$ cat src/rtl/seq_divider.sv
// Iterative unsigned restoring divider: 2N-bit dividend / N-bit divisor.
// Ports: clk, rst (async high), in_valid/in_ready + A,B; out_valid/out_ready + Q,R,div_by_zero,overflow.
// Macro SEQ_DIVIDER_RADIX4_EN: retire two quotient bits per cycle instead of one.
module seq_divider #(
  parameter int N = 24
) (
  input  logic           clk,
  input  logic           rst,
  input  logic           in_valid,
  output logic           in_ready,
  input  logic [2*N-1:0] A,
  input  logic [N-1:0]   B,
  output logic           out_valid,
  input  logic           out_ready,
  output logic [N-1:0]   Q,
  output logic [N-1:0]   R,
  output logic           div_by_zero,
  output logic           overflow
);

`ifdef SEQ_DIVIDER_RADIX4_EN
  localparam int STEPS = N / 2;
`else
  localparam int STEPS = N;
`endif
  localparam int CW = $clog2(STEPS + 1);

  typedef enum logic [1:0] {
    IDLE,
    CALC,
    DONE
  } state_t;

  state_t state, state_nxt;

  logic [N:0]    rem, rem_a, rem_n;
  logic [N-1:0]  qsr, qsr_a, qsr_n;
  logic [N-1:0]  dvs;
  logic [CW-1:0] cnt;
  logic          last;
  logic          b_zero;
  logic          too_big;

  // One restoring step. The partial remainder stays below the divisor,
  // so s < 2*d and the top bit of s - d is a valid sign bit.
  function automatic logic [2*N:0] step(
    input logic [N:0]   rm,
    input logic [N-1:0] qs,
    input logic [N-1:0] d
  );
    logic [N:0] s;
    logic [N:0] t;
    s = {rm[N-1:0], qs[N-1]};
    t = s - {1'b0, d};
    if (!t[N])
      step = {t, qs[N-2:0], 1'b1};
    else
      step = {s, qs[N-2:0], 1'b0};
  endfunction

  always_comb begin
    {rem_a, qsr_a} = step(rem, qsr, dvs);
`ifdef SEQ_DIVIDER_RADIX4_EN
    {rem_n, qsr_n} = step(rem_a, qsr_a, dvs);
`else
    rem_n = rem_a;
    qsr_n = qsr_a;
`endif
  end

  assign last      = (cnt == CW'(STEPS - 1));
  assign b_zero    = (B == '0);
  assign too_big   = (A[2*N-1:N] >= B);
  assign in_ready  = (state == IDLE);
  assign out_valid = (state == DONE);

  always_ff @(posedge clk or posedge rst) begin
    if (rst)
      state <= IDLE;
    else
      state <= state_nxt;
  end

  always_comb begin
    state_nxt = state;
    unique case (state)
      IDLE: begin
        if (in_valid)
          state_nxt = (b_zero || too_big) ? DONE : CALC;
      end
      CALC: begin
        if (last)
          state_nxt = DONE;
      end
      DONE: begin
        if (out_ready)
          state_nxt = IDLE;
      end
      default: state_nxt = IDLE;
    endcase
  end

  always_ff @(posedge clk or posedge rst) begin
    if (rst) begin
      rem         <= '0;
      qsr         <= '0;
      dvs         <= '0;
      cnt         <= '0;
      Q           <= '0;
      R           <= '0;
      div_by_zero <= 1'b0;
      overflow    <= 1'b0;
    end else begin
      unique case (state)
        IDLE: begin
          if (in_valid) begin
            if (b_zero) begin
              Q           <= '1;
              R           <= A[N-1:0];
              div_by_zero <= 1'b1;
              overflow    <= 1'b0;
            end else if (too_big) begin
              Q           <= '1;
              R           <= A[N-1:0];
              div_by_zero <= 1'b0;
              overflow    <= 1'b1;
            end else begin
              rem         <= {1'b0, A[2*N-1:N]};
              qsr         <= A[N-1:0];
              dvs         <= B;
              cnt         <= '0;
              div_by_zero <= 1'b0;
              overflow    <= 1'b0;
            end
          end
        end
        CALC: begin
          rem <= rem_n;
          qsr <= qsr_n;
          cnt <= cnt + CW'(1);
          if (last) begin
            Q <= qsr_n;
            R <= rem_n[N-1:0];
          end
        end
        default: ;
      endcase
    end
  end

endmodule

$ cat config.mk
export PLATFORM = sky130hd
export DESIGN_NAME = seq_divider
export DESIGN_NICKNAME = d
export VERILOG_FILES = /design/src/rtl/seq_divider.sv
export SDC_FILE = /design/constraint.sdc
export NUM_CORES = 1
export LEC_CHECK = 0
export ABC_AREA = 1
export BUFFER_PORTS_ARGS = -buffer_cell sky130_fd_sc_hd__buf_2
export CORE_MARGIN = 3
export CORE_UTILIZATION = 40
export CTS_BUF_LIST = sky130_fd_sc_hd__clkbuf_4
export DETAILED_ROUTE_END_ITERATION = 6
export GPL_ROUTABILITY_DRIVEN = 0
export PLACE_DENSITY_LB_ADDON = 0.1
export RECOVER_POWER = 50
export SETUP_SLACK_MARGIN = 0.05
export SKIP_LAST_GASP = 1
export SLEW_MARGIN = 40
export SYNTH_ARGS = -nofsm -noshare
export SYNTH_HDL_FRONTEND = slang
export SYNTH_SLANG_ARGS = --single-unit
$ cat constraint.sdc
create_clock -name clk -period 5.8 [get_ports clk]
set_clock_uncertainty 0.2 [all_clocks]
set_input_delay 1.16 -clock clk [delete_from_list [all_inputs] [get_ports clk]]
set_output_delay 1.16 -clock clk [all_outputs]
set_load 0.02 [all_outputs]
* After elaboration in Yosys (flattened, before gate mapping) *
Index checks and enable logic that the tools add are counted.

word-level totals
  bits in registers = 129
  bits of input ports = 76
  logic and storage cells = 63

operators by class
  add/subtract/negate cells = 2
  order comparisons = 1
  equality and inequality tests = 9
  multiplexer cells = 31
  bitwise logic cells = 2
  reduce and logical (&&, ||, !) cells = 9

operator list
  cell                                                                      count
  24-bit two-way mux                                                        14
  24-bit case mux with 2 select lines                                       4
  48-bit two-way mux                                                        1
  25-bit by 24-bit subtractor with 25-bit output                            1
  24-bit greater-or-equal comparator                                        1
  24-bit logical NOT                                                        1
  5-bit two-way mux                                                         3
  4-bit AND reduction                                                       3
  5-bit case mux with 2 select lines                                        1
  2-bit two-way mux                                                         4
  2-bit inequality test (second input constant)                             4
  2-bit case mux with 3 select lines                                        1
  5-bit by 1-bit adder with 5-bit output (second input constant)            1
  5-bit equality test (second input constant)                               1
  1-bit two-way mux                                                         3
  3-bit by 1-bit inequality test with 1-bit output (second input constant)  1
  3-bit AND reduction                                                       1
  2-bit by 1-bit equality test with 1-bit output (second input constant)    1
  2-bit equality test (second input constant)                               1
  2-bit logical NOT                                                         1
  2-bit by 1-bit inequality test with 1-bit output (second input constant)  1
  1-bit NOT                                                                 2
  2-bit AND reduction                                                       1
  2-bit nonzero test                                                        1
  1-bit logical OR                                                          1

* Depth between registers and ports, before layout *
  word-level depth = 5
  gate-level depth with buffers = 17
  gate-level depth less buffers = 16

* Worst setup path before layout *
No wires, ideal clock.

  kind = input -> register
  from = in B[7]
  to = reg R[18]
  setup time = 0.113 ns
  arrival = 2.649 ns
  data required time = 5.487 ns
  slack = 2.838 ns
  stages on the path = 17
  cells stage by stage = inv_1 ha_1 nand2_1 inv_1 nand2_1 nand2_1 a21oi_1 nand2_1 nand2_1 nand4_1 nand2_1 buf_4 inv_2 buf_4 or2_0 nand2_1 inv_1

on the way
  word-level cells in the longest chain between the ends = 4
  elaborated cells on any way between the ends = 7

RTL lines
  what                                                                        line  RTL
  start, declared                                                             12    input logic [N-1:0] B,
  branches (longest 4 deep; another with 24-bit greater-or-equal comparator)  -
  end signal, assigned                                                        119   R <= A[N-1:0];
  end signal, assigned                                                        124   R <= A[N-1:0];
  end signal, assigned                                                        143   R <= rem_n[N-1:0];
  end, declared                                                               16    output logic [N-1:0] R,

Several ways; the timed one is not identified. The select of a mux whose other input is x is not followed.
A chain may end at the register's enable or synchronous reset.

* Worst setup path after layout *
  from = in B[7]
  to = reg qsr[16]

on the way
  word-level cells in the longest chain between the ends = 3
  elaborated cells on any way between the ends = 5

RTL lines
  what                                                                             line    RTL
  24-bit greater-or-equal comparator / 24-bit logical NOT (equally long branches)  73, 72
  2-bit inequality test (no line)                                                  -
  4-bit AND reduction (no line) *                                                  -
  end signal, assigned                                                             129     qsr <= A[N-1:0];
  end signal, assigned                                                             139     qsr <= qsr_n;
  end, declared                                                                    37      logic [N-1:0] qsr, qsr_a, qsr_n;

Mark *: on every way between the ends. The rest lies on a longest branch, timed or not.

==> metrics.csv <==
metric,value,unit
syn-num-nets,1440,
cp_slowest_cell,inv_4,
fp.dieH,154,um
cts_tree,yes,
cts-hold-fix-buffers,0,
fin_hold_ws,0.293,ns
hp-class,flop to flop,
grt_max_degree,99,
end_kind,flop,
io_buffers,127,
p_sw,3.63,mW
path_max_fanout,73,
antenna_found_initial,1,
p_seq_share,24.6,%
clock_sink_count,129,
cts_buffers,17,
clockPowerShare,10.3,%
drt_pass1_iterations,5,
netlist_area,8790,sq um
worstSetupStartpointType,primary input,
drive_above_1_share,13.1,%
num-fill-cells,2332,
clock_path_buffers,2,
max_slew.worst_pin.slew,1.72,ns
hold_violations,0,
grt_pass1_vias,8013,
dp_worst_setup_slack,1.68,ns
maxCapViolCount,1,
synth_fa_ha_area_share,7.20,%
cts-root-buf,clkbuf_4,
seqCellArea,3230,sq um
insertion_delay,0.53,ns
violations,"capacitance limit, slew limit",
floorplan.initialDensity,41.3,%
final_cell_mix,"nand2_1 (392), nor2_1 (199), inv_1 (183)",
synthMuxAreaShare,0,%
antenna_left,0,
place_area,9580,sq um
dp_hpwl,19000,um
p_per_area,671,nW/um^2
drt_iter0_drc,450,
setup_viol,0,
stdcell_area,9850,sq um
clk_pin_slew,0.14,ns
ys_ff_latch,129,
synth_area_leader_cell,dfrtp_1,
synthDistinctLibCells,35,
cts_setup_buffers,0,
finalSetupTns,0,ns
ys_top_cells_by_area,"dfrtp_1 (37%), nand2_1 (17%), nor2_1 (8.5%)",
worstPathArrival,3.84,ns
synth_top_family_by_area,simple AND/OR/NAND/NOR gates,
power.switching_fraction,54.8,%
multi_input_comb_area,4600,sq um
synth_warnings,0,
post_drt_wl_per_cell,14.7,um
area_growth,12.1,%
final_common_cell,nand2_1,
dieArea,23800,sq um
crit_path_max_incr_delay,0.57,ns
status,finished with violations,
die_x,154,um
p_int,2.99,mW
drv_slew,33,
rsz0062_at_grt,no,
synth_cells,1314,
synth.avg_cell_area,6.69,sq um
yosysSeqAreaShare,36.7,%
floorplan.rows,53,
drc_errors,0,
p_total,6.61,mW
postRouteWirelength,25000,um
worstSetupPathType,primary input to flop,
combPwrFrac,65.1,%
h-tree-depth,4,
core_area,21300,sq um
gr-total-overflow,0,
min_period_over_period,61.7,%
synth_xor_area_share,0.996,%
synth_top_area_share,36.7,%
period_needed,3.58,ns
track_usage,21.2,%
crit_top_cell,nand2_1,
synth-simple-area-share,36.6,%
layout.nets,1546,
post_cts_resized,0,
p_leak,5.40,nW
vias_per_cell,4.81,
maxSlewHeadroom,-14.8,%
fmax,279,MHz
ir_worst_vdd,0.255,mV
setup_ws,2.22,ns
path_cells,buf_2 > inv_1 > ha_1 > nand2_1 > inv_1 > nand2_1 > nand2_1 > a21oi_1 > nand2_1 > nand2_1 > nand4_1 > nand2_2 > nand2_4 > inv_4 > nand2_1 > o21ai_1,
synth_compound_area_share,7.54,%
grt_pass1_wl,40600,um
dr_total_vias,8211,
cp.required,6.06,ns
ios,128,
==> logic make-up (layout without fill, tap and decap cells) <==
group | count (synthesis) | after routing
simple gates | 759 | 759
buf+inv | 237 | 355
compound gates | 129 | 129
flops | 129 | 129
fa+ha+maj | 50 | 50
xor+xnor | 10 | 10
other cells | 0 | 1
==> power by group through the flow <==
stage	sequential [mW]	clock [mW]	combinational [mW]
finish	1.63	0.680	4.31
global route	1.68	0.735	4.93
floorplan	1.80	0	3.09
CTS	1.62	0.699	4.37
global placement	1.64	0	4.30
detailed placement	1.64	0	4.35
==> worst max-delay path: cells and delay by family <==
family | cells | cell delay [ns]
AOI/OAI and AO/OA | 2 | 0.22
and+or+nand+nor | 9 | 1.40
buffers and inverters | 4 | 0.76
adders and majority gates | 1 | 0.28
==> registers in the layout (all words and copies together) (netlist names) <==
signal / count
R: 24
dvs: 24
state: 2
rem: 24
qsr: 24
cnt: 5
overflow: 1
Q: 24
div_by_zero: 1
==> stage by stage <==
stage	util (%)	instances
3_3_place_gp	45.0	1676
4_1_cts	46.4	1707
6_report	46.3	1708
5_1_grt	46.3	1708
2_1_floorplan	-	1314
3_5_place_dp	45.0	1676
==> synthesized netlist by cell type (all sizes together) <==
library cell	number
nand3	113
fa	1
nor3	1
o31ai	2
o21ai	102
or2	9
clkbuf	19
nor2	215
inv	192
o21a	1
ha	49
nand2	403
nand4	14
a21o	2
and2	1
buf	26
a21oi	22
xor2	10
and3	1
nand3b	2
dfrtp	129
==> final cells by class <==
type,count,share of cell area [%]
antenna,1,0.0254
timing repair buffer,132,6.48
sequential,129,32.8
multi-input combinational,948,46.7
inverter,192,7.42
clock inverter,14,1.82
tap,275,3.49
clock buffer,17,1.30
==> worst paths after layout <==
| kind | startpoint | endpoint | cells past startpoint | slack [ns] |
|---|---|---|---|---|
| max in group asynchronous | rst | state[0]$_DFFE_PP0P_ | 3 | 2.76 |
| worst max-delay path | B[7] | qsr[16]$_DFFE_PP0P_ | 16 | 2.22 |
| worst min-delay path | Q[4]$_DFFE_PP0P_ | Q[4]$_DFFE_PP0P_ | 2 | 0.29 |
| worst max register to register | state[0]$_DFFE_PP0P_ | R[20]$_DFFE_PP0P_ | 12 | 2.75 |
| worst min register to register | Q[4]$_DFFE_PP0P_ | Q[4]$_DFFE_PP0P_ | 2 | 0.29 |
| min in group asynchronous | rst | dvs[1]$_DFFE_PP0P_ | 2 | 0.48 |
==> metal layers <==
layer  GRT usage [%]  wire length (um)  share of wire, %  vias to the layer above
met1            30.4             12400                50                     3709
met2            33.2             11000                44                      193
li1                -                 -                 -                     4292
met5               0                 0                 0                        -
met4            4.21               303               1.2                        0
met3            4.50              1320               5.3                       17
(Power assumes the default switching activity.)
